==> src/rtl/imm_encoder_if.sv <==
// Request/result bus of the immediate encoder: a valid/ready request channel carrying
// format, immediate and base word, and a valid/ready result channel.
interface imm_encoder_if;
  logic        in_valid;
  logic        in_ready;
  logic [2:0]  in_fmt;
  logic [31:0] in_imm;
  logic [31:0] in_base;
  logic        out_valid;
  logic        out_ready;
  logic [31:0] out_inst;
  logic        out_err;

  modport slave (
    input  in_valid, in_fmt, in_imm, in_base, out_ready,
    output in_ready, out_valid, out_inst, out_err
  );

  modport master (
    output in_valid, in_fmt, in_imm, in_base, out_ready,
    input  in_ready, out_valid, out_inst, out_err
  );
endinterface

==> src/rtl/imm_encoder.sv <==
// RISC-V immediate encoder: scatters an immediate into I/S/B/U/J instruction bit
// positions of a base word, range-checks it, and returns the result through two stages.
module imm_encoder #(
  parameter int CNT_W = 16
) (
  input  logic             CLK,
  input  logic             RST,
  imm_encoder_if.slave     bus,
  output logic [CNT_W-1:0] enc_count,
  output logic [CNT_W-1:0] err_count
);

  localparam logic [2:0] FMT_I = 3'd0;
  localparam logic [2:0] FMT_S = 3'd1;
  localparam logic [2:0] FMT_B = 3'd2;
  localparam logic [2:0] FMT_U = 3'd3;
  localparam logic [2:0] FMT_J = 3'd4;

  logic        s1_valid_q, s1_valid_d;
  logic [2:0]  s1_fmt_q,   s1_fmt_d;
  logic [31:0] s1_imm_q,   s1_imm_d;
  logic [31:0] s1_base_q,  s1_base_d;
  logic        out_valid_q, out_valid_d;
  logic [31:0] out_inst_q,  out_inst_d;
  logic        out_err_q,   out_err_d;

  logic        in_rdy;
  logic        in_hs;
  logic        out_hs;
  logic        s2_adv;
  logic [31:0] enc_inst;
  logic        enc_err;

  // Stage 1 may refill in the same cycle it drains into stage 2.
  assign in_rdy = !s1_valid_q | !out_valid_q | bus.out_ready;
  assign in_hs  = bus.in_valid & in_rdy;
  assign out_hs = out_valid_q & bus.out_ready;
  assign s2_adv = s1_valid_q & (!out_valid_q | bus.out_ready);

  assign bus.in_ready  = in_rdy;
  assign bus.out_valid = out_valid_q;
  assign bus.out_inst  = out_inst_q;
  assign bus.out_err   = out_err_q;

  always_comb begin
    enc_inst = s1_base_q;
    enc_err  = 1'b0;
    case (s1_fmt_q)
      FMT_I: begin
        enc_inst[31:20] = s1_imm_q[11:0];
        enc_err = s1_imm_q != {{20{s1_imm_q[11]}}, s1_imm_q[11:0]};
      end
      FMT_S: begin
        enc_inst[31:25] = s1_imm_q[11:5];
        enc_inst[11:7]  = s1_imm_q[4:0];
        enc_err = s1_imm_q != {{20{s1_imm_q[11]}}, s1_imm_q[11:0]};
      end
      FMT_B: begin
        enc_inst[31]    = s1_imm_q[12];
        enc_inst[30:25] = s1_imm_q[10:5];
        enc_inst[11:8]  = s1_imm_q[4:1];
        enc_inst[7]     = s1_imm_q[11];
        enc_err = (s1_imm_q != {{19{s1_imm_q[12]}}, s1_imm_q[12:0]}) | s1_imm_q[0];
      end
      FMT_U: begin
        enc_inst[31:12] = s1_imm_q[31:12];
        enc_err = s1_imm_q[11:0] != 12'd0;
      end
      FMT_J: begin
        enc_inst[31]    = s1_imm_q[20];
        enc_inst[30:21] = s1_imm_q[10:1];
        enc_inst[20]    = s1_imm_q[11];
        enc_inst[19:12] = s1_imm_q[19:12];
        enc_err = (s1_imm_q != {{11{s1_imm_q[20]}}, s1_imm_q[20:0]}) | s1_imm_q[0];
      end
      default: begin
        enc_err = 1'b1;
      end
    endcase
  end

  always_comb begin
    s1_valid_d  = s1_valid_q;
    s1_fmt_d    = s1_fmt_q;
    s1_imm_d    = s1_imm_q;
    s1_base_d   = s1_base_q;
    out_valid_d = out_valid_q;
    out_inst_d  = out_inst_q;
    out_err_d   = out_err_q;
    if (s2_adv) begin
      s1_valid_d = 1'b0;
    end
    if (in_hs) begin
      s1_valid_d = 1'b1;
      s1_fmt_d   = bus.in_fmt;
      s1_imm_d   = bus.in_imm;
      s1_base_d  = bus.in_base;
    end
    if (out_hs) begin
      out_valid_d = 1'b0;
    end
    if (s2_adv) begin
      out_valid_d = 1'b1;
      out_inst_d  = enc_inst;
      out_err_d   = enc_err;
    end
  end

  always_ff @(posedge CLK) begin
    if (RST) begin
      s1_valid_q  <= 1'b0;
      s1_fmt_q    <= 3'd0;
      s1_imm_q    <= 32'd0;
      s1_base_q   <= 32'd0;
      out_valid_q <= 1'b0;
      out_inst_q  <= 32'd0;
      out_err_q   <= 1'b0;
    end else begin
      s1_valid_q  <= s1_valid_d;
      s1_fmt_q    <= s1_fmt_d;
      s1_imm_q    <= s1_imm_d;
      s1_base_q   <= s1_base_d;
      out_valid_q <= out_valid_d;
      out_inst_q  <= out_inst_d;
      out_err_q   <= out_err_d;
    end
  end

  // Counter 0 counts every delivered result, counter 1 only the erroneous ones.
  logic [1:0] cnt_inc;
  assign cnt_inc = {out_hs & out_err_q, out_hs};

  for (genvar gi = 0; gi < 2; gi++) begin : g_cnt
    logic [CNT_W-1:0] cnt_q, cnt_d;

    always_comb begin
      cnt_d = cnt_q;
      if (cnt_inc[gi] && (cnt_q != {CNT_W{1'b1}})) begin
        cnt_d = cnt_q + CNT_W'(1);
      end
    end

    always_ff @(posedge CLK) begin
      if (RST) begin
        cnt_q <= '0;
      end else begin
        cnt_q <= cnt_d;
      end
    end
  end

  assign enc_count = g_cnt[0].cnt_q;
  assign err_count = g_cnt[1].cnt_q;

endmodule

==> src/flat_wrapper.sv <==
// flat-port wrapper written by rule: the top's interface ports become plain ports
module imm_encoder_flat 
#(
  parameter int CNT_W = 16
)
  (CLK, RST, enc_count, err_count, bus_in_valid, bus_in_fmt, bus_in_imm, bus_in_base, bus_out_ready, bus_in_ready, bus_out_valid, bus_out_inst, bus_out_err);
  imm_encoder_if bus_i ();
  input  logic CLK;
  input  logic RST;
  output logic [CNT_W-1:0] enc_count;
  output logic [CNT_W-1:0] err_count;
  input wire logic [$bits(bus_i.in_valid)-1:0] bus_in_valid;
  input wire logic [$bits(bus_i.in_fmt)-1:0] bus_in_fmt;
  input wire logic [$bits(bus_i.in_imm)-1:0] bus_in_imm;
  input wire logic [$bits(bus_i.in_base)-1:0] bus_in_base;
  input wire logic [$bits(bus_i.out_ready)-1:0] bus_out_ready;
  output wire logic [$bits(bus_i.in_ready)-1:0] bus_in_ready;
  output wire logic [$bits(bus_i.out_valid)-1:0] bus_out_valid;
  output wire logic [$bits(bus_i.out_inst)-1:0] bus_out_inst;
  output wire logic [$bits(bus_i.out_err)-1:0] bus_out_err;
  assign bus_i.in_valid = bus_in_valid;
  assign bus_i.in_fmt = bus_in_fmt;
  assign bus_i.in_imm = bus_in_imm;
  assign bus_i.in_base = bus_in_base;
  assign bus_i.out_ready = bus_out_ready;
  assign bus_in_ready = bus_i.in_ready;
  assign bus_out_valid = bus_i.out_valid;
  assign bus_out_inst = bus_i.out_inst;
  assign bus_out_err = bus_i.out_err;
  imm_encoder #(.CNT_W(CNT_W)) u_core (.CLK(CLK), .RST(RST), .bus(bus_i), .enc_count(enc_count), .err_count(err_count));
endmodule
==> config.mk <==
export PLATFORM = sky130hd
export DESIGN_NAME = imm_encoder_flat
export DESIGN_NICKNAME = d
export VERILOG_FILES = /design/src/rtl/imm_encoder_if.sv /design/src/rtl/imm_encoder.sv /design/src/flat_wrapper.sv
export SDC_FILE = /design/constraint.sdc
export NUM_CORES = 1
export LEC_CHECK = 0
export CAP_MARGIN = 30
export CORE_ASPECT_RATIO = 0.75
export CORE_MARGIN = 4
export CORE_UTILIZATION = 45
export DETAILED_ROUTE_END_ITERATION = 16
export PLACE_DENSITY = 0.87
export SETUP_SLACK_MARGIN = 0.3
export SLEW_MARGIN = 20
export SYNTH_ARGS = -nofsm -noshare
export SYNTH_HDL_FRONTEND = slang
export SYNTH_SLANG_ARGS = --single-unit
==> constraint.sdc <==
create_clock -name CLK -period 1.8 [get_ports CLK]
set_input_delay 0.45 -clock CLK [delete_from_list [all_inputs] [get_ports CLK]]
set_output_delay 0.45 -clock CLK [all_outputs]
set_load 0.005 [all_outputs]
* Yosys cells after proc, flatten, opt, wreduce, memory -nomap -nowiden
Index checks and enable logic that the tools add are counted.
** Word-level totals
- Bits in registers :: 134
- Output and inout bits :: 67
** Operators by class
- Add/subtract/negate cells :: 2
- Equal/unequal tests :: 9
- Multiplexer cells :: 9
- Bitwise logic cells :: 9
- Reductions and logical operators :: 10
** Operator list (count)
- $add A16 B1 Y16 const B :: 2
- $ne A16 B16 Y1 const B :: 2
- $pmux W7 S4 :: 1
- $ne A20 B20 Y1 :: 1
- $ne A19 B19 Y1 :: 1
- $pmux W5 S3 :: 1
- $reduce_bool A12 Y1 :: 1
- $ne A11 B11 Y1 :: 1
- $pmux W5 S2 :: 1
- $mux W8 :: 1
- $eq A3 B2 Y1 const B :: 2
- $or A1 B1 Y1 :: 5
- $and A1 B1 Y1 :: 4
- $mux W1 :: 4
- $pmux W1 S4 :: 1
- $reduce_bool A2 Y1 :: 2
- $reduce_or A2 Y1 :: 2
- $eq A3 B1 Y1 const B :: 1
- $eq A3 B3 Y1 const B :: 1
- $logic_not A3 Y1 :: 1
- $logic_and A1 B1 Y1 :: 2
- $logic_not A1 Y1 :: 2

* Depth between registers and ports, before layout
- Depth after elaboration :: 5
- Depth in mapped cells :: 7

* Worst setup path before layout
OpenSTA, ideal clock, no wires.
- Kind :: flip-flop to flip-flop
- Start point :: reg u_core.g_cnt[1].cnt_q[0] (netlist: u_core.err_count[0])
- End point :: reg u_core.g_cnt[1].cnt_q[7] (netlist: u_core.err_count[7])
- Library setup time :: 0.128 ns
- Arrival :: 1.594 ns
- Required time :: 1.672 ns
- Path slack :: 0.078 ns
- Cell stages (with the launch flop) :: 8
- Path buffers :: 1
- Period minus slack after synthesis :: 1.722 ns
- Path through :: dfxtp_1 > ha_1 > nand2_1 > or3_4 > buf_6 > o2111ai_1 > xor2_1 > nor2_1
** On the way
- Longest elaborated chain between the ends :: 2
** Ends and longest elaborated chain
- from (decl) :: line imm_encoder.sv:134 : logic [CNT_W-1:0] cnt_q, cnt_d;
- from (signal assigned) :: line imm_encoder.sv:147 : cnt_q <= cnt_d;
- parallel branches: the longest is 2 deep, another holds $add A16 B1 Y16
Parallel ways; which one is timed is not known.
A chain may end at the register's enable or synchronous reset.

* Worst setup path after layout
- Start point :: reg u_core.s1_imm_q[30]
- End point :: reg u_core.out_err_q (netlist: u_core.bus.out_err)
** On the way
- Longest elaborated chain between the ends :: 3
** Ends and longest elaborated chain
- from (decl) :: line imm_encoder.sv:21 : logic [31:0] s1_imm_q, s1_imm_d;
- from (signal assigned) :: line imm_encoder.sv:121 : s1_imm_q <= s1_imm_d;
- $ne A19 B19 Y1 / $ne A11 B11 Y1 (equally long branches) :: line imm_encoder.sv:63, imm_encoder.sv:74
- $or A1 B1 Y1 (on tied branches) :: line imm_encoder.sv:63, imm_encoder.sv:74
- $pmux W1 S4 (*) :: line imm_encoder.sv:48 : case (s1_fmt_q)
- to (signal assigned) :: line imm_encoder.sv:125 : out_err_q <= out_err_d;
- to (decl) :: line imm_encoder.sv:25 : logic out_err_q, out_err_d;
Every way passes the cells marked *; elsewhere a longest branch is shown, timed or not.

==> flow_metrics.env <==
export IMPL_max_clock_freq_mhz=599
export IMPL_netlist_instances=715
export IMPL_detailed_place_hpwl_microns=11400
export IMPL_crit_family="simple AND/OR/NAND/NOR gates"
export IMPL_finalPower_mw=7.69
export IMPL_cp_max_fo=4
export IMPL_finalCritPeriodShare_pct=92.8
export IMPL_max_slew_margin_pct=71.9
export IMPL_hold_worst_slack_ps=446
export IMPL_grt_pass1_wl_microns=29100
export IMPL_io_pins=138
export IMPL_ctsHoldBuffers=0
export IMPL_path_buf_inv=1
export IMPL_rsz0062_at_grt="true"
export IMPL_leakagePower_nw=3.82
export IMPL_ys_flop_type="dfxtp_1"
export IMPL_final_hold_violation_count=0
export IMPL_yosys_cell_types_count=56
export IMPL_crit_chain="or4_4 > buf_4 > nor4_2 > o221ai_1 > nand3_1 > nand3_1"
export IMPL_grtUsageTotal_pct=24.3
export IMPL_synth_avg_cell_area_sq_um=8.06
export IMPL_synth_area_leaders="dfxtp_1 47%, nand2_1 11%, a21oi_1 8.3%, nor2_1 4.8%, mux2i_1 2.4%"
export IMPL_cp_arrival_ps=1960
export IMPL_die_area_sq_um=14700
export IMPL_yosysSeqAreaShare_pct=46.5
export IMPL_layout_nets=1004
export IMPL_clkLatencyLatePin_ps=420
export IMPL_antenna_found_initial=0
export IMPL_slowest_delay_ps=590
export IMPL_hold_path_class="flip-flop to flip-flop"
export IMPL_routed_via_density=5.75
export IMPL_synth_top_area_cell="dfxtp_1"
export IMPL_finalMaxSlewViolations=0
export IMPL_clkSinkCount=134
export IMPL_dr_first_iter_drc_count=566
export IMPL_htreeDepth=4
export IMPL_startpoint_type="flip-flop"
export IMPL_synth_nets=788
export IMPL_start_util_pct=46.5
export IMPL_routabilityCongestion=0.898
export IMPL_coreArea_sq_um=12400
export IMPL_vias=6372
export IMPL_synth_top_area_share_pct=46.5
export IMPL_ys_ff_latch=134
export IMPL_drive_gt1_share_pct=31.5
export IMPL_endpoint_kind="flip-flop"
export IMPL_wl_per_cell_microns=19.4
export IMPL_final_setup_viol_count=0
export IMPL_drcViolationCount=0
export IMPL_io_buffers=137
export IMPL_areaGrowthSynthToFinish_pct=63.6
export IMPL_fin_skew_ps=7.98
export IMPL_status="completed"
export IMPL_wirelength_microns=21500
export IMPL_first_pass_iters=5
export IMPL_path_class="flip-flop to flip-flop"
export IMPL_final_common_cell="nand2_1"
export IMPL_rows=35
export IMPL_cts_tree="built"
export IMPL_crit_top_cell="nand3_1"
export IMPL_worst_path_max_delay_cell="or4_4"
export IMPL_antenna_cells=0
export IMPL_power_density_nw_per_um2=816
export IMPL_synth_warnings=0
export IMPL_synth_edff_count=0
export IMPL_ir_drop_mv=0.742
export IMPL_grt_max_degree=61
export IMPL_overflow=0
export IMPL_grt_pass1_vias=5651
export IMPL_period_needed_ps=1670
export IMPL_die_x_microns=139
export IMPL_root_buffer="clkbuf_16"
export IMPL_async_flop_share_pct=0
export IMPL_crit_required_ps=2090
export IMPL_synth_area_sq_um=5760
export IMPL_max_cap_violations=0
export IMPL_final_cell_mix="148 x nand2_1, 85 x dfxtp_1, 71 x buf_4, 69 x a21oi_1, 68 x clkdlybuf4s50_1"
export IMPL_tns_ps=0
export IMPL_worst_pin_slew_ps=417
export IMPL_clk_pin_slew_ps=50
export IMPL_cts_buffer_depth=2
export IMPL_fp_dieH_microns=106
export IMPL_cts_made_buffers=17
export IMPL_antenna_left=0
[cells by family after synthesis]
family | synth area share [%]
flops | 46.5
simple gates | 26.6
compound gates | 16.3
fa+ha+maj | 0.608
mux | 2.43
xor+xnor | 3.80
buf+inv | 3.78
[worst paths after layout]
check	from	end	slack, ps	depth (start not counted)
worst max-delay path	u_core.s1_imm_q[30]	u_core.bus.out_err	130	6
worst min-delay path	u_core.s1_base_q[3]	u_core.bus.out_inst[3]	450	2
worst max register to register	u_core.s1_imm_q[30]	u_core.bus.out_err	130	6
worst min register to register	u_core.s1_base_q[3]	u_core.bus.out_inst[3]	450	2
[stage by stage]
step | worst slack, ps | std cells | area, sq um | utilization (%)
final | 129 | 1108 | 9430 | 76.1
after CTS | 110 | 1074 | 8640 | 69.7
after global placement | -323 | 1011 | 7580 | 61.2
after global routing | 73.2 | 1108 | 9430 | 76.1
after floorplan | 159 | 715 | 5820 | -
after detailed placement | -349 | 1011 | 7580 | 61.2
[routing by layer]
layer,routed length (microns),part of all wire [%],vias to the layer above,track usage (%)
met2,10200,47,351,38.9
met1,8750,41,3044,31.9
met5,0,0,-,0
li1,-,-,2914,-
met3,1990,9.3,63,7.33
met4,559,2.6,0,7.12
[state kept, by name, indices dropped and copies added (netlist names)]
name	cells
u_core.s1_valid_q	1
u_core.bus.out_inst	32
u_core.bus.out_valid	1
u_core.s1_imm_q	32
u_core.s1_fmt_q	3
u_core.bus.out_err	1
u_core.err_count	16
u_core.enc_count	16
u_core.s1_base_q	32
[report_power, final]
group	internal [mW]	switching (mW)	leakage (nW)
sequential	3.08	0.126	1.13
combinational	0.507	0.488	2.41
clock	2.21	1.29	0.293
total	5.79	1.90	3.82
[Yosys cell counts, drive strengths merged, types with 2 or more instances]
cell type	n
or3	5
nand3b	3
xnor2	11
nor3	23
and4	3
nand3	14
dfxtp	134
ha	2
a221o	4
nor4	12
buf	17
a311oi	2
a21oi	97
nand2	168
clkbuf	29
o211ai	4
o2111ai	5
or4	5
a31oi	4
o21ai	13
a211oi	14
mux2i	14
nor3b	2
xor2	14
nor2b	7
o221ai	2
o22ai	6
nand4	10
inv	5
nor2	73
and3	3
[worst register-to-register path: stages (launching register included)]
cell	delay, ps
dfxtp_1	330
or4_4	590
buf_4	170
nor4_2	140
o221ai_1	160
nand3_1	100
nand3_1	60
[layout make-up]
class / instances / area, sq um
clock buffer: 22 / 495
clock inverter: 8 / 96.3
fill: 780 / 2970
inverter: 5 / 18.8
multi-input combinational: 531 / 3430
sequential: 134 / 2800
tap: 166 / 208
timing repair buffer: 242 / 2380
[repair_timing]
item | 4_1_cts | 5_1_grt
buffers inserted | 29 | 27
setup endpoints to repair | 170 | 128
gates resized for setup | 176 | 135
endpoints found under the hold margin | 0 | 0
cloned | 4 | 7
pin swaps | 18 | 45
Power figures use the tool's default switching activity.
